===== src/rtl/train_sample_feeder_if.sv =====
// Sample-feeder bus: set loading, read-out handshake and status.
// The controller side is master; the feeder is slave.
interface train_sample_feeder_if #(
  parameter int DATA_W  = 8,
  parameter int ADDR_W  = 4,
  parameter int EPOCH_W = 8
);
  logic              clr;
  logic              wr_en;
  logic [DATA_W-1:0] wr_x1;
  logic [DATA_W-1:0] wr_x2;
  logic [DATA_W-1:0] wr_t;
  logic              next;
  logic              rewind;
  logic [DATA_W-1:0] x1;
  logic [DATA_W-1:0] x2;
  logic [DATA_W-1:0] t;
  logic              valid;
  logic              eof;
  logic              empty;
  logic              full;
  logic              ovf;
  logic [ADDR_W:0]   count;
  logic [EPOCH_W-1:0] epoch;

  modport master (
    output clr, wr_en, wr_x1, wr_x2, wr_t,
    output next, rewind,
    input  x1, x2, t, valid, eof,
    input  empty, full, ovf, count, epoch
  );

  modport slave (
    input  clr, wr_en, wr_x1, wr_x2, wr_t,
    input  next, rewind,
    output x1, x2, t, valid, eof,
    output empty, full, ovf, count, epoch
  );
endinterface


===== src/rtl/train_sample_feeder.sv =====
// Training-set store presenting one (x1,x2,t) sample per next pulse.
// FEEDER_AUTO_REWIND_EN: next past the last sample wraps to sample 0.
module train_sample_feeder #(
  parameter int DATA_W  = 8,
  parameter int DEPTH   = 16,
  parameter int ADDR_W  = 4,
  parameter int EPOCH_W = 8
) (
  input logic clk,
  input logic rst,
  train_sample_feeder_if.slave bus
);
  localparam int SMP_W = 3 * DATA_W;
  localparam logic [ADDR_W:0] CNT_ONE  = (ADDR_W+1)'(1);
  localparam logic [ADDR_W:0] CNT_FULL = (ADDR_W+1)'(DEPTH);

  logic [SMP_W-1:0]   r_mem [DEPTH];
  logic [ADDR_W:0]    r_count;
  logic [ADDR_W:0]    r_rd_ptr;
  logic [DATA_W-1:0]  r_x1;
  logic [DATA_W-1:0]  r_x2;
  logic [DATA_W-1:0]  r_t;
  logic               r_valid;
  logic               r_eof;
  logic               r_ovf;
  logic [EPOCH_W-1:0] r_epoch;

  logic               w_full;
  logic               w_empty;
  logic               w_wr;
  logic               w_rd;
  logic [SMP_W-1:0]   w_rd_data;
  logic [EPOCH_W-1:0] w_epoch_inc;

  assign w_full  = (r_count == CNT_FULL);
  assign w_empty = (r_count == '0);
  assign w_wr    = bus.wr_en && !w_full && !bus.clr;
  assign w_rd    = bus.next && (r_rd_ptr < r_count);
  assign w_rd_data = r_mem[r_rd_ptr[ADDR_W-1:0]];
  assign w_epoch_inc = (r_epoch == '1) ? r_epoch
                                       : r_epoch + 1'b1;

`ifdef FEEDER_AUTO_REWIND_EN
  logic w_wrap;
  assign w_wrap = bus.next && (r_rd_ptr == r_count)
               && !w_empty;
`endif

  // Storage is never reset; only written slots are ever read.
  always_ff @(posedge clk) begin
    if (w_wr)
      r_mem[r_count[ADDR_W-1:0]] <=
        {bus.wr_x1, bus.wr_x2, bus.wr_t};
  end

  always_ff @(posedge clk or posedge rst) begin
    if (rst) begin
      r_count  <= '0;
      r_rd_ptr <= '0;
      r_x1     <= '0;
      r_x2     <= '0;
      r_t      <= '0;
      r_valid  <= 1'b0;
      r_eof    <= 1'b0;
      r_ovf    <= 1'b0;
      r_epoch  <= '0;
    end else if (bus.clr) begin
      r_count  <= '0;
      r_rd_ptr <= '0;
      r_x1     <= '0;
      r_x2     <= '0;
      r_t      <= '0;
      r_valid  <= 1'b0;
      r_eof    <= 1'b0;
      r_ovf    <= 1'b0;
      r_epoch  <= '0;
    end else begin
      if (w_wr)
        r_count <= r_count + 1'b1;
      else if (bus.wr_en)
        r_ovf <= 1'b1;

      if (bus.rewind) begin
        r_rd_ptr <= '0;
        r_eof    <= 1'b0;
        r_valid  <= 1'b0;
        r_epoch  <= w_epoch_inc;
      end else if (w_rd) begin
        {r_x1, r_x2, r_t} <= w_rd_data;
        r_rd_ptr <= r_rd_ptr + 1'b1;
        r_valid  <= 1'b1;
        r_eof    <= ((r_rd_ptr + 1'b1) == r_count);
      end
`ifdef FEEDER_AUTO_REWIND_EN
      else if (w_wrap) begin
        {r_x1, r_x2, r_t} <= r_mem[0];
        r_rd_ptr <= CNT_ONE;
        r_valid  <= 1'b1;
        r_eof    <= (r_count == CNT_ONE);
        r_epoch  <= w_epoch_inc;
      end
`endif
    end
  end

  assign bus.x1    = r_x1;
  assign bus.x2    = r_x2;
  assign bus.t     = r_t;
  assign bus.valid = r_valid;
  assign bus.eof   = r_eof;
  assign bus.empty = w_empty;
  assign bus.full  = w_full;
  assign bus.ovf   = r_ovf;
  assign bus.count = r_count;
  assign bus.epoch = r_epoch;
endmodule


===== src/flat_wrapper.sv =====
// flat-port wrapper written by rule: the top's interface ports become plain ports
module train_sample_feeder_flat 
#(
  parameter int DATA_W  = 8,
  parameter int DEPTH   = 16,
  parameter int ADDR_W  = 4,
  parameter int EPOCH_W = 8
)
  (clk, rst, bus_clr, bus_wr_en, bus_wr_x1, bus_wr_x2, bus_wr_t, bus_next, bus_rewind, bus_x1, bus_x2, bus_t, bus_valid, bus_eof, bus_empty, bus_full, bus_ovf, bus_count, bus_epoch);
  train_sample_feeder_if #(.DATA_W(DATA_W), .ADDR_W(ADDR_W), .EPOCH_W(EPOCH_W)) bus_i ();
  input logic clk;
  input logic rst;
  input wire logic [$bits(bus_i.clr)-1:0] bus_clr;
  input wire logic [$bits(bus_i.wr_en)-1:0] bus_wr_en;
  input wire logic [$bits(bus_i.wr_x1)-1:0] bus_wr_x1;
  input wire logic [$bits(bus_i.wr_x2)-1:0] bus_wr_x2;
  input wire logic [$bits(bus_i.wr_t)-1:0] bus_wr_t;
  input wire logic [$bits(bus_i.next)-1:0] bus_next;
  input wire logic [$bits(bus_i.rewind)-1:0] bus_rewind;
  output wire logic [$bits(bus_i.x1)-1:0] bus_x1;
  output wire logic [$bits(bus_i.x2)-1:0] bus_x2;
  output wire logic [$bits(bus_i.t)-1:0] bus_t;
  output wire logic [$bits(bus_i.valid)-1:0] bus_valid;
  output wire logic [$bits(bus_i.eof)-1:0] bus_eof;
  output wire logic [$bits(bus_i.empty)-1:0] bus_empty;
  output wire logic [$bits(bus_i.full)-1:0] bus_full;
  output wire logic [$bits(bus_i.ovf)-1:0] bus_ovf;
  output wire logic [$bits(bus_i.count)-1:0] bus_count;
  output wire logic [$bits(bus_i.epoch)-1:0] bus_epoch;
  assign bus_i.clr = bus_clr;
  assign bus_i.wr_en = bus_wr_en;
  assign bus_i.wr_x1 = bus_wr_x1;
  assign bus_i.wr_x2 = bus_wr_x2;
  assign bus_i.wr_t = bus_wr_t;
  assign bus_i.next = bus_next;
  assign bus_i.rewind = bus_rewind;
  assign bus_x1 = bus_i.x1;
  assign bus_x2 = bus_i.x2;
  assign bus_t = bus_i.t;
  assign bus_valid = bus_i.valid;
  assign bus_eof = bus_i.eof;
  assign bus_empty = bus_i.empty;
  assign bus_full = bus_i.full;
  assign bus_ovf = bus_i.ovf;
  assign bus_count = bus_i.count;
  assign bus_epoch = bus_i.epoch;
  train_sample_feeder #(.DATA_W(DATA_W), .DEPTH(DEPTH), .ADDR_W(ADDR_W), .EPOCH_W(EPOCH_W)) u_core (.clk(clk), .rst(rst), .bus(bus_i));
endmodule

===== config.mk =====
export PLATFORM = sky130hd
export DESIGN_NAME = train_sample_feeder_flat
export DESIGN_NICKNAME = d
export VERILOG_FILES = /design/src/rtl/train_sample_feeder_if.sv /design/src/rtl/train_sample_feeder.sv /design/src/flat_wrapper.sv
export SDC_FILE = /design/constraint.sdc
export NUM_CORES = 1
export LEC_CHECK = 0
export BUFFER_PORTS_ARGS = -buffer_cell sky130_fd_sc_hd__buf_2
export CAP_MARGIN = 20
export CELL_PAD_IN_SITES_DETAIL_PLACEMENT = 1
export CELL_PAD_IN_SITES_GLOBAL_PLACEMENT = 1
export CORE_MARGIN = 2
export CORE_UTILIZATION = 45
export CTS_CLUSTER_DIAMETER = 120
export CTS_CLUSTER_SIZE = 28
export DETAILED_ROUTE_END_ITERATION = 10
export GPL_TIMING_DRIVEN = 0
export PLACE_DENSITY_LB_ADDON = 0.25
export SLEW_MARGIN = 20
export SYNTH_ARGS = -nofsm -noshare
export SYNTH_HDL_FRONTEND = slang
export SYNTH_SLANG_ARGS = --single-unit

===== constraint.sdc =====
create_clock -name clk -period 5.5 [get_ports clk]
set_clock_uncertainty 0.05 [all_clocks]
set_input_delay 1.1 -clock clk [delete_from_list [all_inputs] [get_ports clk]]
set_output_delay 1.1 -clock clk [all_outputs]
set_load 0.01 [all_outputs]

=== After elaboration in Yosys (flattened, before gate mapping) ===
Memory sizes are Yosys's and may differ from the RTL's.
Cells that the tools add are included.

* Flip-flop bits (word level): 45
* Memory bits (writable): 384
* Output and inout port bits: 42
* Memories kept: 1

* Add/sub/neg operators: 3
* Magnitude comparators: 1
* Equality and inequality tests: 6
* Muxes and demuxes: 28
* Reduce and logical (&&, ||, !) cells: 14

{| class="wikitable"
|+ Memory list
! memory !! depth !! bits a word !! read ports !! clocked after memory_dff !! write ports !! RTL line !! text
|-
| u_core.r_mem || 16 || 24 || 1 || 0 || 1 || train_sample_feeder.sv:17 || <nowiki>logic [SMP_W-1:0] r_mem [DEPTH];</nowiki>
|}

{| class="wikitable"
|+ Operators with widths
! cell !! count
|-
| $mux 8 || 12
|-
| $mux 5 || 5
|-
| $mux 1 || 11
|-
| $add 5x1->5 const B || 2
|-
| $add 8x1->8 const B || 1
|-
| $eq 8x8->1 const B || 1
|-
| $reduce_bool 2->1 || 4
|-
| $ne 2x2->1 const B || 3
|-
| $reduce_and 2->1 || 3
|-
| $eq 5x5->1 || 1
|-
| $eq 5x5->1 const B || 1
|-
| $logic_not 5->1 || 1
|-
| $lt 5x5->1 || 1
|-
| $logic_and 1x1->1 || 3
|-
| $reduce_bool 3->1 || 1
|-
| $logic_not 1->1 || 2
|}

=== Longest topological paths before layout ===
* Depth in word-level cells: 6
* Mapped depth: 11

=== Worst setup path after synthesis ===
No wires, ideal clock.

* Path type: input-to-reg
* Start: input bus_clr
* End: memory u_core.r_mem[0][0] in the netlist's numbering (enable)
* Data arrival time: 3.876 ns
* Data required time: 4.984 ns
* Slack: 1.108 ns
* Cell stages on the path: 4
* Cells stage by stage: clkbuf_1 -> clkinv_1 -> nand2_1 -> nor4_1

* Longest elaborated chain between the ends: 4

{| class="wikitable"
|+ RTL lines
! element !! RTL line !! text
|-
| start: declaration || flat_wrapper.sv:13 || <nowiki>input wire logic [$bits(bus_i.clr)-1:0] bus_clr;</nowiki>
|-
| $logic_not 1->1 || train_sample_feeder.sv:37 || <nowiki>assign w_wr = bus.wr_en && !w_full && !bus.clr;</nowiki>
|-
| $logic_and 1x1->1 || train_sample_feeder.sv:37 ||
|-
| $mux 1 || train_sample_feeder.sv:51 || <nowiki>if (w_wr)</nowiki>
|-
| $mux 1 (not written as such) || train_sample_feeder.sv:52 || <nowiki>r_mem[r_count[ADDR_W-1:0]] <=</nowiki>
|-
| end: declaration || train_sample_feeder.sv:17 ||
|}

Every way passes these cells.

=== Worst setup path in the final report ===
* Start: register u_core.r_count[2], in the netlist u_core.bus.count[2]
* End: register u_core.r_t[3], in the netlist u_core.bus.t[3]

* Longest elaborated chain between the ends: 4

{| class="wikitable"
|+ RTL lines
! element !! RTL line !! text
|-
| start: declaration || train_sample_feeder.sv:18 || <nowiki>logic [ADDR_W:0] r_count;</nowiki>
|-
| start signal: assignment || train_sample_feeder.sv:79 || <nowiki>r_count <= r_count + 1'b1;</nowiki>
|-
| $lt 5x5->1 || train_sample_feeder.sv:38 || <nowiki>assign w_rd = bus.next && (r_rd_ptr < r_count);</nowiki>
|-
| $logic_and 1x1->1 || train_sample_feeder.sv:38 ||
|-
| $reduce_bool 2->1 (no line) || -- ||
|-
| $reduce_and 2->1 (no line) || -- ||
|-
| end signal: assignment || train_sample_feeder.sv:89 || <nowiki>{r_x1, r_x2, r_t} <= w_rd_data;</nowiki>
|-
| end: declaration || train_sample_feeder.sv:22 || <nowiki>logic [DATA_W-1:0] r_t;</nowiki>
|}

Every way passes these cells.
A chain may end at the register's enable or synchronous reset.

==> metrics <==
cell count after synthesis around 820; initial antenna violation count 0; CTS buffer count 19; IO Pins 72; vias in the first global route between 8000 and 9000; endpoints failing hold 0; Post-CTS Hold Fix Bufs 0; worst skew pair latency between 0.5 and 0.6 ns; flops & latches, synth ~430; asr flop ratio synth 10.5%; dominant cell type by area after synthesis edfxtp_1; CP max FO 10; critical path arrival roughly 3.7 ns; die outline area between 30000 and 40000 µm²; Placed Area between 15000 and 20000 µm²; Layout area overhead 11.8%; DR pass1 iterations 4; peak supply drop approximately 210 µV; worst r2r dst u_core.bus.t[3]; Post-synth EDFFs roughly 380; DRC errors left 0; fin area about 19000 µm²; # diodes 0; Reg clk slew, reported paths 0.11 ns; fmax 299 MHz; Critical Path End Type flip-flop; post-DR wirelength/cell 26.8 µm; setup TNS 0 ns; status finished clean; share of the synthesized area in the top cell type between 60% and 70%; Detailed Route WL ~40 mm; row cnt 71; Clock Path Buffers 3; crit path capture u_core.bus.t[3]; largest net degree at the start of global routing between 40 and 50; I/O Buffers 71; critical path class flip-flop to flip-flop; Clock Root Buffer clkbuf_16; Worst Tran Pin Value about 1.1 ns; Post-Place Cells ~1400; final setup violating endpoints 0; Slowest-stage cell, CP o31ai_1; Routability Congestion between 0.7 and 0.8; syn_area_per_cell 20.7 µm²; CP Launch Point u_core.bus.count[2]; Worst EP required 5.90 ns; Core Area 37400 µm²; Cell Pwr Density ~290 nW/µm²; synth unique cells 44; dpl hpwl approximately 26 mm; first-pass GRT wire length around 60 mm; initial core utilization between 40% and 50%; Reg2Reg Launch Point u_core.bus.count[2]; Max Slew Vio Count 0; TritonCTS clock tree yes; sequential share of the synthesized area between 70% and 80%; post-synthesis net count 860; final-layout fill cell count between 3000 and 4000; Max-Cap Viols 0; number of synthesis warnings 0; Final #Nets 985; LEAKAGE between 0.006 and 0.007 µW; postcts setup bufs 0; Iter 0 DRT Violations around 610; H-tree levels 1; CP max stage delay 0.54 ns; Rel. slew slack 25.8%; reg2reg path depth 7; Period minus WS final around 3.3 ns; ys flop type edfxtp_1; HP Class flip-flop to flip-flop; reg-to-reg slack, setup roughly 2.2 ns; Resized cells post-CTS 0; Vias/cell 5.79; Netlist Area Pre-Place between 15000 and 20000 µm²; startpoint class of the critical path flip-flop; Die W roughly 200 µm; DR vias 8490; final antenna-violating net count 0; Non-Filler Instances 1466; period utilization between 60% and 70%; RSZ-0062 raised after global routing no; layout cells sized above 1 between 20% and 30%; synth top area cells edfxtp_1 (68%), mux4_2 (13%), dfrtp_1 (6.6%); Chip Height about 200 µm; Clock Sinks about 430; Cell Chain, Critical Path clkbuf_1 -> inv_1 -> ha_1 -> o31ai_1 -> nand4_1 -> buf_2 -> o221ai_2; gr ovfl total 0; gr usage total 20.6%
-- routing by layer --
| metal | share of wire (%) | track usage, % |
|---|---|---|
| met5 | 0 | 0 |
| met2 | 49 | 33.3 |
| met4 | 2.2 | 5.12 |
| met3 | 4.3 | 2.44 |
| met1 | 45 | 30.1 |
-- how the worst min path moves through the flow --
| stage | slack [ns] | startpoint | end | depth (start not counted) |
|---|---|---|---|---|
| finish | 0.45 | u_core.bus.valid | u_core.bus.valid | 1 |
| floorplan | 0.48 | u_core.bus.ovf | u_core.bus.ovf | 2 |
| global route | 0.48 | u_core.bus.valid | u_core.bus.valid | 1 |
| detailed placement | 0.44 | u_core.bus.valid | u_core.bus.valid | 1 |
| CTS | 0.46 | u_core.bus.valid | u_core.bus.valid | 1 |
| global placement | 0.42 | u_core.bus.valid | u_core.bus.valid | 1 |
-- cell usage after synthesis, types with 7 or more instances --
library cell / count
dfrtp_1: 45
o221ai_2: 20
ha_1: 11
mux2i_1: 49
mux4_2: 96
a21oi_1: 12
buf_2: 14
nor3_1: 8
clkbuf_1: 27
and2_1: 7
inv_1: 9
o211ai_1: 24
nand2_1: 18
nand3_1: 12
edfxtp_1: 384
nor2_1: 14
-- sequential cells by signal, summed over array words and instances, names as in the netlist --
name / count
u_core.bus.count: 5
u_core.bus.valid: 1
u_core.bus.ovf: 1
u_core.bus.x1: 8
u_core.r_mem: 384
u_core.bus.x2: 8
u_core.bus.eof: 1
u_core.bus.epoch: 8
u_core.bus.t: 8
u_core.r_rd_ptr: 5
-- layout make-up --
cell class	count	area [µm²]	area share [%]
clock inverter	1	20.0	0.105
sequential	429	12700	66.7
inverter	10	40.0	0.211
clock buffer	31	520	2.74
buffer	49	235	1.24
multi-input combinational	331	4120	21.7
tap	511	639	3.37
timing repair buffer	104	753	3.97
-- critical path, delay by kind of cell, from the launching register on --
| family | cells | cell delay, ns |
|---|---|---|
| buffers and inverters | 3 | 1.09 |
| and+or+nand+nor | 1 | 0.52 |
| AOI/OAI and AO/OA | 2 | 0.79 |
| DFF | 1 | 0.50 |
| adders and majority gates | 1 | 0.28 |
-- per-stage QoR --
stage                     total power, µW  utilization, %  hold WS (ns)  worst slack [ns]
after floorplan                      3830               -         0.479              1.11
after detailed placement             3970            49.3         0.435              1.91
after global routing                 5700            50.8         0.483              1.93
final                                5520            50.8         0.449              2.16
after global placement               3950            48.1         0.423             -2.30
after CTS                            5580            50.8         0.462              2.21
-- where the power goes --
| group | total (µW) | internal, µW | switching (µW) |
|---|---|---|---|
| clock network | 1630 | 669 | 965 |
| registers | 3600 | 3580 | 18.4 |
| logic | 293 | 104 | 189 |
-- placed cells by master (no fill, tap or decap), types with 17 or more instances in the layout --
cell type and instances:
o221ai_2 20, nand2_1 18, o211ai_1 24, clkbuf_1 39
edfxtp_1 384, mux2i_1 49, buf_2 89, buf_4 17
mux4_2 96, clkbuf_16 19, dfrtp_1 45
-- logic make-up after synthesis --
family	Yosys count	synth area share, %
buf+inv	59	1.61
xor+xnor	10	0.516
fa+ha+maj	11	0.810
flops	429	74.5
simple gates	83	2.58
compound gates	82	4.34
mux	145	15.6
(Power assumes the default switching activity.)
